### config.mk
export PLATFORM = sky130hd
export DESIGN_NAME = expmod31_ctrl
export DESIGN_NICKNAME = d
export VERILOG_FILES = /design/src/rtl/expmod31_ctrl.sv
export SDC_FILE = /design/constraint.sdc
export NUM_CORES = 1
export LEC_CHECK = 0
export CORE_ASPECT_RATIO = 0.6
export CORE_UTILIZATION = 25
export CTS_CLUSTER_SIZE = 25
export DETAILED_ROUTE_END_ITERATION = 16
export PLACE_DENSITY = 0.39
export SLEW_MARGIN = 30
export SYNTH_ARGS = -nofsm -noshare
export SYNTH_HDL_FRONTEND = slang
export SYNTH_SLANG_ARGS = --single-unit
### constraint.sdc
create_clock -name clk -period 10.35 [get_ports clk]
set_input_delay 2.07 -clock clk [delete_from_list [all_inputs] [get_ports clk]]
set_output_delay 2.07 -clock clk [all_outputs]
set_load 0.01 [all_outputs]
### src/rtl/expmod31_ctrl.sv
// expmod31_ctrl: X^E mod 31 by left-to-right square-and-multiply on one shared multmod31.
// multmod31 is a combinational canonical modular product; inputs may be 31 (congruent to 0).
module multmod31 (
    input  logic [4:0] a,
    input  logic [4:0] b,
    output logic [4:0] p
);
    logic [9:0] full;
    logic [5:0] fold1;
    logic [4:0] fold2;
    // 32 == 1 (mod 31), so folding the 5-bit digits preserves the residue
    always_comb begin
        full  = a * b;
        fold1 = {1'b0, full[9:5]} + {1'b0, full[4:0]};
        fold2 = fold1[4:0] + {4'd0, fold1[5]};
        p     = (fold2 == 5'd31) ? 5'd0 : fold2;
    end
endmodule

module expmod31_ctrl #(
    parameter int EW = 5
) (
    input  logic          clk,
    input  logic          rst_n,
    input  logic          start,
    input  logic [4:0]    base,
    input  logic [EW-1:0] exp,
    output logic          busy,
    output logic          done,
    output logic [4:0]    result
);
    localparam int IW = (EW > 1) ? $clog2(EW) : 1;
    typedef enum logic [1:0] {IDLE, SQR, MUL, DONE} state_t;
    state_t        state_q, state_d;
    logic [4:0]    acc_q, acc_d, base_q, base_d, result_q, result_d, prod;
    logic [EW-1:0] exp_q, exp_d;
    logic [IW-1:0] idx_q, idx_d;

    multmod31 u_mult (.a(acc_q), .b(state_q == MUL ? base_q : acc_q), .p(prod));

    always_comb begin
        state_d  = state_q;
        acc_d    = acc_q;
        idx_d    = idx_q;
        base_d   = base_q;
        exp_d    = exp_q;
        result_d = result_q;
        case (state_q)
            IDLE: if (start) begin
                base_d  = base;
                exp_d   = exp;
                acc_d   = 5'd1;
                idx_d   = IW'(EW - 1);
                state_d = SQR;
            end
            SQR: begin
                acc_d = prod;
                if (exp_q[idx_q]) state_d = MUL;
                else if (idx_q == '0) begin
                    state_d  = DONE;
                    result_d = prod;
                end else idx_d = idx_q - 1'b1;
            end
            MUL: begin
                acc_d = prod;
                if (idx_q == '0) begin
                    state_d  = DONE;
                    result_d = prod;
                end else begin
                    idx_d   = idx_q - 1'b1;
                    state_d = SQR;
                end
            end
            default: state_d = IDLE;
        endcase
    end

    always_ff @(posedge clk or negedge rst_n) begin
        if (!rst_n) begin
            state_q  <= IDLE;
            acc_q    <= 5'd1;
            idx_q    <= IW'(EW - 1);
            base_q   <= '0;
            exp_q    <= '0;
            result_q <= '0;
        end else begin
            state_q  <= state_d;
            acc_q    <= acc_d;
            idx_q    <= idx_d;
            base_q   <= base_d;
            exp_q    <= exp_d;
            result_q <= result_d;
        end
    end

    assign busy   = (state_q == SQR) || (state_q == MUL);
    assign done   = (state_q == DONE);
    assign result = result_q;
endmodule

**Word level (Yosys, flattened, before mapping)**

Index checks and enable logic that the tools add are counted.

- Div/mod/pow operators: 0
- Bitwise gates (word level): 0
- Reduce and logical (&&, ||, !) cells: 12
- Eq/ne operators: 7
- Shift-type cells: 0
- Multiply operators: 1
- Add/sub/neg operators: 3
- Order comparisons: 1
- Muxes and demuxes: 18

Operators with widths:

| operator | number |
|---|---|
| 2-to-1 mux 5 bit | 5 |
| one-hot mux 5 bit (2 select lines) | 2 |
| multiplier 5 x 5 -> 10 bit | 1 |
| 2-to-1 mux 3 bit | 3 |
| one-hot mux 3 bit (3 select lines) | 1 |
| 2-to-1 mux 2 bit | 4 |
| AND reduction 2 bit | 4 |
| adder 5 x 5 -> 6 bit | 1 |
| one-hot mux 2 bit (3 select lines) | 1 |
| adder 5 x 1 -> 5 bit | 1 |
| == test 5 bit, second input constant | 1 |
| == test 2 bit, second input constant | 2 |
| < comparator 3 x 4 -> 1 bit, second input constant | 1 |
| != test 2 bit, second input constant | 2 |
| nonzero test 2 bit | 2 |
| binary-select mux 1 bit (select 3 bit) | 1 |
| zero test 3 bit | 1 |
| != test 3 bit, second input constant | 1 |
| AND reduction 3 bit | 1 |
| nonzero test 3 bit | 1 |
| subtractor 3 x 1 -> 3 bit, second input constant | 1 |
| == test 2 x 1 -> 1 bit, second input constant | 1 |
| zero test 2 bit | 1 |
| OR reduction 2 bit | 1 |
| other kinds (2) | 2 |

- Memory bits (read-only): 0
- Output and inout bits: 7
- Bits in writable memories: 0
- Bits in latches: 0
- Input bits: 13
- Flip-flop bits (word level): 25
- Memories kept: 0

**Longest topological paths before layout**

Gate-level depths: netlist of run 1.

- Depth in word-level cells: 10
- Gate-level depth with buffers: 27
- Depth with buffers taken out: 26

**By module**

Synthesis of run 1 repeated with hierarchy kept, for this count alone.

- Cell total of the unflattened synthesis: 246
- Area total of the unflattened synthesis: 2,464.9 µm²

By module, submodules not included:

| module | sequential area each (µm²) | cells an instance | instances | area each (µm²) |
|---|---|---|---|---|
| expmod31_ctrl | 628.1 | 118 | 1 | 1,376.3 |
| multmod31 | 0.0 | 128 | 1 | 1,088.5 |

**Worst setup path before layout of run 1**

No wires, ideal clock.

- Path type: register -> register
- Start: register state_q[0]
- End: register acc_q[4]
- Data required time: 10.240 ns
- Setup slack: 4.245 ns
- Cell stages (with the launch flop): 26
- Path buffers: 1
- Period minus slack after synthesis: 6.105 ns
- Arrival time: 5.995 ns
- Cell sequence: dfrtp_1 > inv_1 > ha_1 > clkbuf_1 > mux2i_1 > nand2b_1 > fa_1 > fa_1 > fa_1 > inv_1 > ha_1 > a21o_1 > a21oi_1 > o21bai_1 > a21oi_1 > xnor2_1 > ha_1 > o21ai_0 > o21bai_1 > a21o_1 > ha_1 > nor2b_1 > and3_1 > a221oi_2 > nor2_1 > o41ai_1

- Longest elaborated chain between the ends: 8
- Elaborated cells between the ends (all ways): 14
- Those cells by class: 2 x add/sub; 1 x mul; 4 x eq/ne; 3 x mux; 4 x reduce/logical

Ends and longest elaborated chain:

| what | RTL line | RTL |
|---|---|---|
| start: declaration | 34 | `state_t state_q, state_d;` |
| start signal: assignment | 87 | `state_q <= state_d;` |
| == test 2 bit | 39, 48 |  |
| 2-to-1 mux 5 bit | 39 | `multmod31 u_mult (.a(acc_q), .b(state_q == MUL ? base_q : acc_q), .p(prod));` |
| multiplier 5 x 5 -> 10 bit | 13 | `full = a * b;` |
| adder 5 x 5 -> 6 bit | 14 | `fold1 = {1'b0, full[9:5]} + {1'b0, full[4:0]};` |
| adder 5 x 1 -> 5 bit | 15 | `fold2 = fold1[4:0] + {4'd0, fold1[5]};` |
| == test 5 bit | 16 | `p = (fold2 == 5'd31) ? 5'd0 : fold2;` |
| 2-to-1 mux 5 bit | 16 |  |
| one-hot mux 5 bit (2 select lines) | 48 | `case (state_q)` |
| end signal: assignment | 81 | `acc_q <= 5'd1;` |
| end signal: assignment | 88 | `acc_q <= acc_d;` |
| end: declaration | 35 | `logic [4:0] acc_q, acc_d, base_q, base_d, result_q, result_d, prod;` |

Parallel ways exist; a longest one is shown, timed or not.
A chain may end at the register's enable or synchronous reset.

**Final worst setup path of run 1**

- Start: register state_q[0]
- End: register acc_q[1]

Same word-level chain as after synthesis.

==> results of run 1 <==
## synth_stat cells (3+ instances only)
cell type   n
ha_1       32
inv_1      32
dfrtp_1    23
nand2_1    20
nor2_1     14
mux2_2     13
o21ai_0    12
nor2b_1    11
fa_1       10
a21oi_1     8
nand2b_1    7
xnor2_1     7
a21o_1      5
and2_1      5
o31ai_1     5
nand3_1     4
clkbuf_1    3
mux2i_1     3
o21bai_1    3
o22ai_1     3
## critical path, delay by kind of cell (launching register included)
kind	cells	cell delay, ns
AO/OA/AOI/OAI	8	1.31
XOR/XNOR	2	0.38
adder cells (fa/ha/maj)	8	3.00
buffers and inverters	3	0.27
flip-flops	1	0.44
multiplexers	1	0.38
AND/OR/NAND/NOR	3	0.78
## cell type report
type	instances	area [µm²]
sequential	25	628
tap	130	163
clock inverter	1	8.76
clock buffer	3	75.1
fill	975	6400
timing repair buffer	20	198
inverter	32	120
multi-input combinational	190	1630
## power by group through the flow
stage               Sequential, W  Combinational (W)  Clock [W]
finish                   0.000184           0.000531  0.0000927
floorplan                0.000175           0.000395          0
CTS                      0.000185           0.000537  0.0000964
detailed placement       0.000186           0.000532          0
global route             0.000193           0.000600   0.000101
global placement         0.000187           0.000545          0
## state kept, by name, summed over array words and instances, names as in the netlist
signal	cells
exp_q	5
result	5
idx_q	3
state_q	2
base_q	5
acc_q	5
## per-layer routing
metal,track usage,vias to the layer above,share of wire
met1,0.212,848,0.61
met4,0.0106,0,0.0015
met5,0,-,0
li1,-,907,-
met2,0.141,34,0.34
met3,0.0276,2,0.041
## per-stage QoR
| stage | instances | instance area [µm²] | setup slack, ns | utilization | power, W |
|---|---|---|---|---|---|
| 3_3_place_gp | 397 | 2730 | 3.69 | 0.296 | 0.000732 |
| 5_1_grt | 401 | 2820 | 2.95 | 0.306 | 0.000894 |
| 6_report | 401 | 2820 | 3.63 | 0.306 | 0.000808 |
| 4_1_cts | 401 | 2820 | 3.64 | 0.306 | 0.000818 |
| 2_1_floorplan | 251 | 2400 | 4.24 | - | 0.000569 |
| 3_5_place_dp | 397 | 2730 | 3.69 | 0.296 | 0.000718 |
## placed cells by master, fill, tap and decap left out, types with 3 or more instances in the layout
cell,Yosys,routed
a21o_1,5,5
a21oi_1,8,8
and2_1,5,5
clkbuf_16,0,3
clkdlybuf4s50_1,0,19
dfrtp_1,23,23
fa_1,10,10
ha_1,32,32
inv_1,32,32
mux2_2,13,13
mux2i_1,3,3
nand2_1,20,20
nand2b_1,7,7
nand3_1,4,4
nor2_1,14,14
nor2b_1,11,11
o21ai_0,12,12
o21bai_1,3,3
o22ai_1,3,3
o31ai_1,5,5
xnor2_1,7,7
## cell families after synthesis
| logic type | Yosys count | synth area share |
|---|---|---|
| simple gates | 71 | 0.153 |
| compound gates | 51 | 0.159 |
| fa+ha+maj | 42 | 0.251 |
| buf+inv | 36 | 0.0595 |
| flops | 25 | 0.262 |
| mux | 17 | 0.0830 |
| xor+xnor | 9 | 0.0329 |
## final timing paths
check / start / endpoint / slack [ns] / cells after the start
worst max-delay path: state_q[0] / acc_q[1] / 3.63 / 25
worst min-delay path: result[4] / result[4] / 0.49 / 2
worst max register to register: state_q[0] / acc_q[1] / 3.63 / 25
worst min register to register: result[4] / result[4] / 0.49 / 2
max in group asynchronous: rst_n / acc_q[0] / 7.88 / 2
min in group asynchronous: rst_n / base_q[2] / 2.17 / 2
==> flow_summary.rst, run 1 <==
.. list-table::
   :header-rows: 1

   * - Metric
     - Value
   * - Result of the run
     - complete, no violations
   * - Psw
     - 0.000378 W
   * - Area of the core region
     - around 9200 µm²
   * - Vertical die dimension
     - ~78 µm
   * - Maximum count of clock buffers along a single path
     - 2
   * - Count of synthesis-stage warnings from yosys
     - 0
   * - Fmax achieved
     - about 150 MHz
   * - RSZ-0062 raised after global routing
     - false
   * - Maximum Capacitance Violations
     - 0
   * - Vias per cell
     - 4.47
   * - Max transition margin
     - 0.629
   * - Wire length of the first global-routing pass
     - 9360 µm
   * - Maximum level of the CTS H-tree
     - 1
   * - Number of buffer cells added on primary ports
     - 19
   * - Syn Nets
     - 306
   * - Share of flip-flops with an asynchronous set or reset after synthesis
     - 1.00
   * - Peak VDD IR
     - roughly 74 µV
   * - Number of synthesized register bits
     - 25
   * - Crit Path Category
     - flip-flop to flip-flop
   * - Worst Tran Pin Value
     - 0.553 ns
   * - Area fraction of the dominant cell type after synthesis
     - 0.240
   * - Core Rows
     - 27
   * - Area leader, netlist
     - dfrtp_1
   * - Post-route antenna net violation count
     - 0
   * - Per-cell routed wire length
     - 13.6 µm
   * - Maximum number of pins on one net before global-route repair
     - 26
   * - Vias in the first global route
     - 1733
   * - Overall Global Routing Usage
     - 0.121
   * - Die width
     - 128 µm
   * - Post-Route Hold Slack
     - approximately 0.49 ns
   * - I/O pin count
     - 20
   * - Number of gates given a new drive strength after cts
     - 0
   * - HPWL after detailed placement
     - approximately 4500 µm
   * - Crit-path most repeated cell
     - ha_1
   * - Clock-pin slew on the worst setup and hold paths
     - 0.07 ns
   * - Max Fanout on Critical Path
     - 9
   * - Hold buffer count at cts
     - 0
   * - Static leakage
     - about 1.3 nW
   * - Arrival time of the worst setup path
     - 6.85 ns
   * - CTS root buffer
     - clkbuf_16
   * - Clock share of power
     - 0.115
   * - Placer Congestion
     - 0.729
   * - Via total after detailed routing
     - 1791
   * - Sequential-to-total area share from yosys stat
     - 0.262
   * - Cells after Synth
     - 251
   * - Worst-skew pair later-pin latency
     - 0.27 ns
   * - Growth of design area from synthesis to finish
     - 17.6%
   * - Hold Vio Cnt, Final
     - 0
   * - Starting DRC count in detailed routing
     - 100
   * - Number of sinks handled by clock tree synthesis
     - 25
   * - Combinational Power Share
     - 0.657
   * - Sw Share
     - 0.468
   * - Inserted Diodes
     - 0
   * - Crit end category
     - flip-flop
   * - DRC violation count after routing
     - 0
   * - Distinct cells, synth
     - 45
   * - Worst stage delay on the critical path
     - approximately 0.54 ns
   * - Number of slew-limit violations in the final report
     - 0
   * - Cell with the largest stage delay on the worst path
     - fa_1
   * - Post-Synthesis Cell Area
     - between 2000 and 2500 µm²
   * - Main flop type after synthesis
     - dfrtp_1
   * - DIE AREA
     - about 10000 µm²
   * - EDFF count, synth
     - 0
   * - Internal Dissipation
     - approximately 0.00043 W
   * - Worst hold path type
     - flip-flop to flip-flop
   * - Final period demand of the worst path
     - 6.72 ns
   * - Starting density of the core
     - 0.260
   * - Ratio of final minimum period to clock period
     - 0.649
   * - Final Skew
     - 0.00850 ns
   * - Required @ worst endpoint
     - 10.48 ns
   * - Startpoint kind of the worst setup timing path
     - flip-flop
   * - Mean Syn Cell Area
     - 9.55 µm²
   * - Clock tree from TritonCTS
     - yes
   * - Ratio of cells with drive above 1 in the final layout
     - 0.107
   * - Number of optimization iterations in the first detailed-route pass
     - 4
   * - Initial antenna violation count
     - 0
   * - Post-CTS Setup Repair Bufs
     - 0
   * - Synth area leaders
     - dfrtp_1, ha_1, fa_1
   * - Count of endpoints failing setup in the final report
     - 0
   * - Total negative setup slack
     - 0 ns
   * - Layout net count
     - 327
   * - Number of buffers added by the clock tree synthesis step
     - 3
   * - Global-route congestion overflow total
     - 0
   * - Proportion of power drawn by flip-flops and latches
     - 0.228
   * - Pwr/cell area
     - 287 nW/µm²
   * - Total length of routed wires
     - approximately 5500 µm
(Power assumes the default switching activity.)
==> inputs of run 2 (changes only) <==
--- a/config.mk
+++ b/config.mk
@@ -9,7 +9,7 @@
 export CORE_UTILIZATION = 25
 export CTS_CLUSTER_SIZE = 25
 export DETAILED_ROUTE_END_ITERATION = 16
-export PLACE_DENSITY = 0.39
+export PLACE_DENSITY = 0.4
 export SLEW_MARGIN = 30
 export SYNTH_ARGS = -nofsm -noshare
 export SYNTH_HDL_FRONTEND = slang
==> constraint.sdc (replaced) <==
create_clock -name clk -period 5.6 [get_ports clk]
set_input_delay 1.12 -clock clk [delete_from_list [all_inputs] [get_ports clk]]
set_output_delay 1.12 -clock clk [all_outputs]
set_load 0.01 [all_outputs]
==> run 2 against run 1 <==
Effect of this change:
- power grew 150%
- first-iteration DRC count shrank 15%
- clock skew shrank 0.0043 ns
- setup slack lost 3.6 ns
- clock power increased by 86%
- sequential share of layout area shrank 3.6 points
- critical path type unchanged
- via count up 6.7%
==> flow_summary.rst, run 2 (synthesis results as in run 1) <==
.. list-table::
   :header-rows: 1

   * - Metric
     - Value
   * - Result of the run
     - complete, no violations
   * - Crit-path most repeated cell
     - fa_1
   * - Startpoint kind of the worst setup timing path
     - flip-flop
   * - Ratio of final minimum period to clock period
     - 0.986 (+0.337)
   * - Maximum Capacitance Violations
     - 0 (unchanged)
   * - Static leakage
     - 1.52 nW (+19%)
   * - Max transition margin
     - 0.616 (-0.0130)
   * - Total length of routed wires
     - 6140 µm (+12%)
   * - Per-cell routed wire length
     - 13.9 µm (+2.2%)
   * - Overall Global Routing Usage
     - 0.132 (+0.0112)
   * - Count of endpoints failing setup in the final report
     - 0 (unchanged)
   * - Filler cell count
     - 948 (-2.8%)
   * - Combinational Power Share
     - 0.744 (+0.087)
   * - Number of sinks handled by clock tree synthesis
     - 25 (unchanged)
   * - CTS root buffer
     - clkbuf_16
   * - Vias in the first global route
     - 1877 (+8.3%)
   * - Worst stage delay on the critical path
     - 0.52 ns (-0.02 ns)
   * - Die width
     - 128 µm (unchanged)
   * - Maximum count of clock buffers along a single path
     - 2 (unchanged)
   * - Worst Tran Pin Value
     - 0.574 ns (+0.0210 ns)
   * - Most common cell after layout, fill and taps aside
     - buf_4
   * - Initial antenna violation count
     - 0 (unchanged)
   * - Flip-flop and latch area
     - 628 µm² (unchanged)
   * - Global-route congestion overflow total
     - 0 (unchanged)
   * - Internal Dissipation
     - 0.00110 W (+160%)
   * - Vias per cell
     - 4.34 (-2.8%)
   * - Clock tree from TritonCTS
     - yes
   * - Arrival time of the worst setup path
     - 5.70 ns (-1.15 ns)
   * - Crit Path Category
     - flip-flop to flip-flop
   * - Setup slack after layout
     - 0.0786 ns (-3.55 ns)
   * - Starting DRC count in detailed routing
     - 85 (-15%)
   * - Crit end category
     - flip-flop
   * - Total negative setup slack
     - 0 ns (unchanged)
   * - Final Skew
     - 0.00422 ns (-0.00428 ns)
   * - DRC violation count after routing
     - 0 (unchanged)
   * - Number of optimization iterations in the first detailed-route pass
     - 5 (+1)
   * - Cell with the largest stage delay on the worst path
     - fa_1
   * - Core Rows
     - 27 (unchanged)
   * - Via total after detailed routing
     - 1911 (+6.7%)
   * - Hold buffer count at cts
     - 0 (unchanged)
   * - Maximum number of pins on one net before global-route repair
     - 26 (unchanged)
   * - Vertical die dimension
     - 77.8 µm (unchanged)
   * - Ratio of cells with drive above 1 in the final layout
     - 0.319 (+0.212)
   * - RSZ-0062 raised after global routing
     - true
   * - Placer Congestion
     - 0.776 (+6.4%)
   * - Pwr/cell area
     - 591 nW/µm² (+110%)
   * - Final period demand of the worst path
     - 5.52 ns (-1.20 ns)
   * - I/O pin count
     - 20 (unchanged)
   * - Layout net count
     - 366 (+12%)
   * - Hold Vio Cnt, Final
     - 0 (unchanged)
   * - Number of buffer cells added on primary ports
     - 19 (unchanged)
   * - Peak VDD IR
     - 191 µV (+160%)
   * - Proportion of power drawn by flip-flops and latches
     - 0.170 (-0.058)
   * - Required @ worst endpoint
     - 5.78 ns (-4.70 ns)
   * - Wire length of the first global-routing pass
     - 10100 µm (+8.0%)
   * - Maximum level of the CTS H-tree
     - 1 (unchanged)
   * - Number of buffers added by the clock tree synthesis step
     - 3 (unchanged)
   * - Most frequent cells in the layout
     - buf_4, inv_1, ha_1, dfrtp_1
   * - Starting density of the core
     - 0.260 (unchanged)
   * - Place WS
     - -0.143 ns (-3.83 ns)
   * - Worst hold path type
     - flip-flop to flip-flop
   * - Area of the core region
     - 9220 µm² (unchanged)
   * - Inserted Diodes
     - 0 (unchanged)
   * - Worst-skew pair later-pin latency
     - 0.27 ns (about the same)
   * - Number of slew-limit violations in the final report
     - 0 (unchanged)
   * - Psw
     - 0.000883 W (+130%)
   * - Max Fanout on Critical Path
     - 4 (-5)
   * - DIE AREA
     - 9990 µm² (unchanged)
   * - Post-route antenna net violation count
     - 0 (unchanged)
   * - Clock-pin slew on the worst setup and hold paths
     - 0.07 ns (about the same)
   * - Multi-input combinational cell area
     - 1860 µm² (+15%)
   * - Clock share of power
     - 0.087 (-0.028)
   * - Growth of design area from synthesis to finish
     - 40.2%
   * - HPWL after detailed placement
     - 4870 µm (+7.6%)
   * - Fmax achieved
     - 181 MHz (+22%)
   * - Sw Share
     - 0.445 (-0.0225)
==> run 2: metrics by stage <==
step | instances | hold slack, ns | utilization | instance area (µm²) | power, W
finish | 440 | 0.499 | 0.364 | 3360 | 0.00198
global route | 440 | 0.519 | 0.364 | 3360 | 0.00217
CTS | 438 | 0.496 | 0.349 | 3220 | 0.00185
detailed placement | 424 | 0.469 | 0.324 | 2990 | 0.00152
global placement | 424 | 0.478 | 0.324 | 2990 | 0.00152
floorplan | 251 | 0.471 | - | 2460 | 0.00110
==> run 2: final timing paths <==
| check | startpoint | endpoint | slack (ns) | cells past startpoint |
|---|---|---|---|---|
| max | state_q[0] | result[0] | 0.08 | 25 |
| min | result[4] | result[4] | 0.50 | 2 |
| min in group asynchronous | rst_n | base_q[3] | 1.21 | 2 |
| min reg2reg | result[4] | result[4] | 0.50 | 2 |
| max reg2reg | state_q[0] | result[0] | 0.08 | 25 |
| max in group asynchronous | rst_n | idx_q[2] | 4.08 | 2 |
==> run 2: cell type report <==
type | count | share of cell area
Clock inverter | 1 | 0.00261
Inverter | 32 | 0.0358
Clock buffer | 3 | 0.0224
Tap cell | 130 | 0.0484
Sequential cell | 25 | 0.187
Multi-Input combinational cell | 190 | 0.554
Timing Repair Buffer | 59 | 0.149
==> run 2: routing by layer <==
| metal | GRT usage | share of wire | up-vias |
|---|---|---|---|
| li1 | - | - | 982 |
| met1 | 0.230 | 0.62 | 907 |
| met2 | 0.152 | 0.35 | 20 |
| met3 | 0.0345 | 0.035 | 2 |
| met4 | 0.0141 | 0.0024 | 0 |
| met5 | 0 | 0 | - |
==> run 2: worst max-delay path, delay by kind of cell (launching register included) <==
| kind | cells | cell delay (ns) |
|---|---|---|
| XOR/XNOR | 1 | 0.10 |
| flip-flops | 1 | 0.39 |
| AO/OA/AOI/OAI | 9 | 1.51 |
| buffers and inverters | 3 | 0.29 |
| adder cells (fa/ha/maj) | 7 | 2.39 |
| AND/OR/NAND/NOR | 4 | 0.43 |
| multiplexers | 1 | 0.32 |
==> run 2: power by group through the flow <==
stage	sequential, W	combinational (W)	clock [W]
after floorplan	0.000328	0.000769	0
after global placement	0.000341	0.00118	0
after detailed placement	0.000338	0.00118	0
after CTS	0.000336	0.00133	0.000177
after global routing	0.000346	0.00163	0.000190
final	0.000337	0.00147	0.000172
==> run 2: what timing repair did <==
action                                  in CTS  in global routing
gates cloned                                 0                  0
buffers inserted                            11                  3
endpoints found under the setup margin      10                 10
pin swaps                                   16                 19
resized for setup                           12                 21
==> inputs of run 3 (changes only) <==
--- a/config.mk
+++ b/config.mk
@@ -9,6 +9,7 @@
 export CORE_UTILIZATION = 25
 export CTS_CLUSTER_SIZE = 25
 export DETAILED_ROUTE_END_ITERATION = 16
+export GPL_TIMING_DRIVEN = 0
 export PLACE_DENSITY = 0.4
 export SLEW_MARGIN = 30
 export SYNTH_ARGS = -nofsm -noshare
==> run 3 against run 2 <==
Effect of this change:
- cell count down 3.6%
- critical path type unchanged
- register-to-register slack got worse by 0.29 ns
- the flow now finishes with violations (setup timing)
- critical endpoint is now result[3]
- routed wire length down 2.6%
==> flow_summary.rst, run 3 (synthesis results as in run 1) <==
.. list-table::
   :header-rows: 1

   * - Metric
     - Value
   * - Worst-case register-to-register setup slack
     - -0.21 ns (-0.29 ns)
   * - Overall Global Routing Usage
     - 0.130 (-0.00231)
   * - Crit end category
     - flip-flop
   * - Most frequent cells in the layout
     - inv_1, ha_1, dfrtp_1, nand2_1, clkdlybuf4s50_1
   * - Number of buffers added by the clock tree synthesis step
     - 3 (unchanged)
   * - Maximum level of the CTS H-tree
     - 1 (unchanged)
   * - Peak VDD IR
     - 220 µV (+15%)
   * - Most common cell after layout, fill and taps aside
     - inv_1
   * - Wire length of the first global-routing pass
     - 10100 µm (-0.54%)
   * - Hold Path Sink
     - result[4]
   * - Number of sinks handled by clock tree synthesis
     - 25 (unchanged)
   * - Total length of routed wires
     - 5980 µm (-2.6%)
   * - Result of the run
     - complete, but fails checks
   * - Starting density of the core
     - 0.260 (unchanged)
   * - Design Power
     - 0.00194 W (-2.3%)
   * - Vias per cell
     - 4.51 (+3.8%)
   * - Worst reg-to-reg path cell count
     - 26 (+4.0%)
   * - Pwr/cell area
     - 596 nW/µm² (+0.97%)
   * - Max Fanout on Critical Path
     - 6 (+2)
   * - Hold Vio Cnt, Final
     - 0 (unchanged)
   * - Ratio of final minimum period to clock period
     - 1.04 (+0.0524)
   * - Crit Reg-Reg Startpoint
     - state_q[0]
   * - Worst Tran Pin Value
     - 0.579 ns (+0.00546 ns)
   * - Number of optimization iterations in the first detailed-route pass
     - 5 (unchanged)
   * - Worst-skew pair later-pin latency
     - 0.26 ns (about the same)
   * - Maximum number of pins on one net before global-route repair
     - 26 (unchanged)
   * - Per-cell routed wire length
     - 14.1 µm (+1.1%)
   * - Crit-path most repeated cell
     - fa_1
   * - CTS root buffer
     - clkbuf_16
   * - Final Skew
     - 0.00754 ns (+0.00332 ns)
   * - Reg-to-Reg End
     - result[3]
   * - Hold Path Stages
     - 2 (unchanged)
   * - Setup slack after layout
     - -0.215 ns (-0.294 ns)
   * - Startpoint kind of the worst setup timing path
     - flip-flop
   * - Layout net count
     - 350 (-4.4%)
   * - Ratio of cells with drive above 1 in the final layout
     - 0.289 (-0.0302)
   * - Static leakage
     - 1.45 nW (-5.1%)
   * - Crit Path Category
     - flip-flop to flip-flop
   * - Count of endpoints failing setup in the final report
     - 10 (+10)
   * - Via total after detailed routing
     - 1911 (unchanged)
   * - HPWL after detailed placement
     - 4610 µm (-5.5%)
   * - Worst hold path type
     - flip-flop to flip-flop
   * - Startpoint of the tightest hold check path
     - result[4]
   * - Maximum count of clock buffers along a single path
     - 2 (unchanged)
   * - Growth of design area from synthesis to finish
     - 35.7%
   * - Number of buffer cells added on primary ports
     - 19 (unchanged)
   * - Inserted Diodes
     - 0 (unchanged)
   * - I/O pin count
     - 20 (unchanged)
   * - DRC violation count after routing
     - 0 (unchanged)
   * - Final period demand of the worst path
     - 5.81 ns (+0.294 ns)
   * - Vertical die dimension
     - 77.8 µm (unchanged)
   * - DIE AREA
     - 9990 µm² (unchanged)
   * - Number of slew-limit violations in the final report
     - 0 (unchanged)
   * - Clock tree from TritonCTS
     - yes
   * - Violations in the final reports
     - setup timing
   * - Hold buffer count at cts
     - 0 (unchanged)
   * - Non-filler instance count after layout
     - 424 (-3.6%)
   * - Final design utilization
     - 0.352 (-0.0117)
   * - Fmax achieved
     - 172 MHz (-5.0%)
   * - Clock-pin slew on the worst setup and hold paths
     - 0.07 ns (about the same)
   * - Placed cell count
     - 400 (-5.7%)
   * - Maximum Capacitance Violations
     - 0 (unchanged)
   * - Post-route antenna net violation count
     - 0 (unchanged)
   * - Worst stage delay on the critical path
     - 0.52 ns (about the same)
   * - Arrival time of the worst setup path
     - 6.00 ns (+0.30 ns)
   * - Placer Congestion
     - 0.731 (-5.8%)
   * - Die width
     - 128 µm (unchanged)
   * - Core Rows
     - 27 (unchanged)
   * - Filler cell count
     - 960 (+1.3%)
   * - Starting DRC count in detailed routing
     - 115 (+35%)
   * - Global-route congestion overflow total
     - 0 (unchanged)
   * - Vias in the first global route
     - 1861 (-0.85%)
   * - Cell with the largest stage delay on the worst path
     - fa_1
   * - Area of the core region
     - 9220 µm² (unchanged)
   * - Initial antenna violation count
     - 0 (unchanged)
   * - Max transition margin
     - 0.614 (-0.00271)
   * - RSZ-0062 raised after global routing
     - true
   * - Required @ worst endpoint
     - 5.78 ns (about the same)
==> run 3: changes by cell type in the layout (fill, tap and decap cells not counted), sizes merged <==
cell and change:
clkbuf +2, clkdlybuf4s50 -1, buf -17
==> run 3: critical path: cells and delay by family (launching register included) <==
kind                     cells  cell delay, ns
adder cells (fa/ha/maj)      7            2.43
AO/OA/AOI/OAI                9            1.49
buffers and inverters        4            0.46
flip-flops                   1            0.42
AND/OR/NAND/NOR              4            0.40
multiplexers                 1            0.34
XOR/XNOR                     1            0.20
==> run 3: how the worst max path moves through the flow <==
stage	startpoint	to	slack, ns	depth (start not counted)
after floorplan	state_q[0]	acc_q[4]	0.009	25
after global placement	state_q[0]	acc_q[2]	-0.90	27
after detailed placement	state_q[0]	acc_q[2]	-0.92	27
after CTS	state_q[0]	result[3]	-0.24	27
after global routing	state_q[0]	result[3]	-0.47	26
final	state_q[0]	result[3]	-0.21	26
==> run 3: area by class of cell <==
class	count	area, µm²	area share
multi-input combinational	190	1880	0.577
sequential	25	631	0.194
timing repair buffer	40	358	0.110
tap	130	163	0.0500
inverter	32	120	0.0370
clock buffer	3	75.1	0.0231
buffer	3	18.8	0.00577
clock inverter	1	8.76	0.00269
==> run 3: through the flow <==
| step | setup TNS [ns] | worst slack (ns) | cell area [µm²] | hold WS [ns] |
|---|---|---|---|---|
| after global routing | -4.12 | -0.470 | 3250 | 0.536 |
| final | -1.57 | -0.215 | 3250 | 0.511 |
| after floorplan | 0 | 0.00921 | 2460 | 0.471 |
| after CTS | -1.96 | -0.238 | 3200 | 0.513 |
| after detailed placement | -8.40 | -0.918 | 2810 | 0.470 |
| after global placement | -8.27 | -0.905 | 2810 | 0.474 |
==> run 3: metal layers <==
metal | wire [µm] | part of all wire | global-route usage
met5 | 0 | 0 | 0
met4 | 8 | 0.0013 | 0.0106
met3 | 218 | 0.036 | 0.0228
met2 | 2150 | 0.36 | 0.162
met1 | 3600 | 0.60 | 0.224
==> run 3: what timing repair did <==
action                                 CTS  global route
cloned                                   0             0
pin swaps                               25            22
endpoints found under the hold margin    0             0
setup endpoints to repair               10            10
gates resized for setup                 32            12
buffers inserted                        19             2
==> run 3: power by group <==
part / leakage (nW) / internal [W] / total [W] / switching [W]
clock network: 0.0415 / 0.0000988 / 0.000168 / 0.0000693
logic: 1.10 / 0.000691 / 0.00143 / 0.000738
registers: 0.306 / 0.000268 / 0.000342 / 0.0000734
total: 1.45 / 0.00106 / 0.00194 / 0.000880
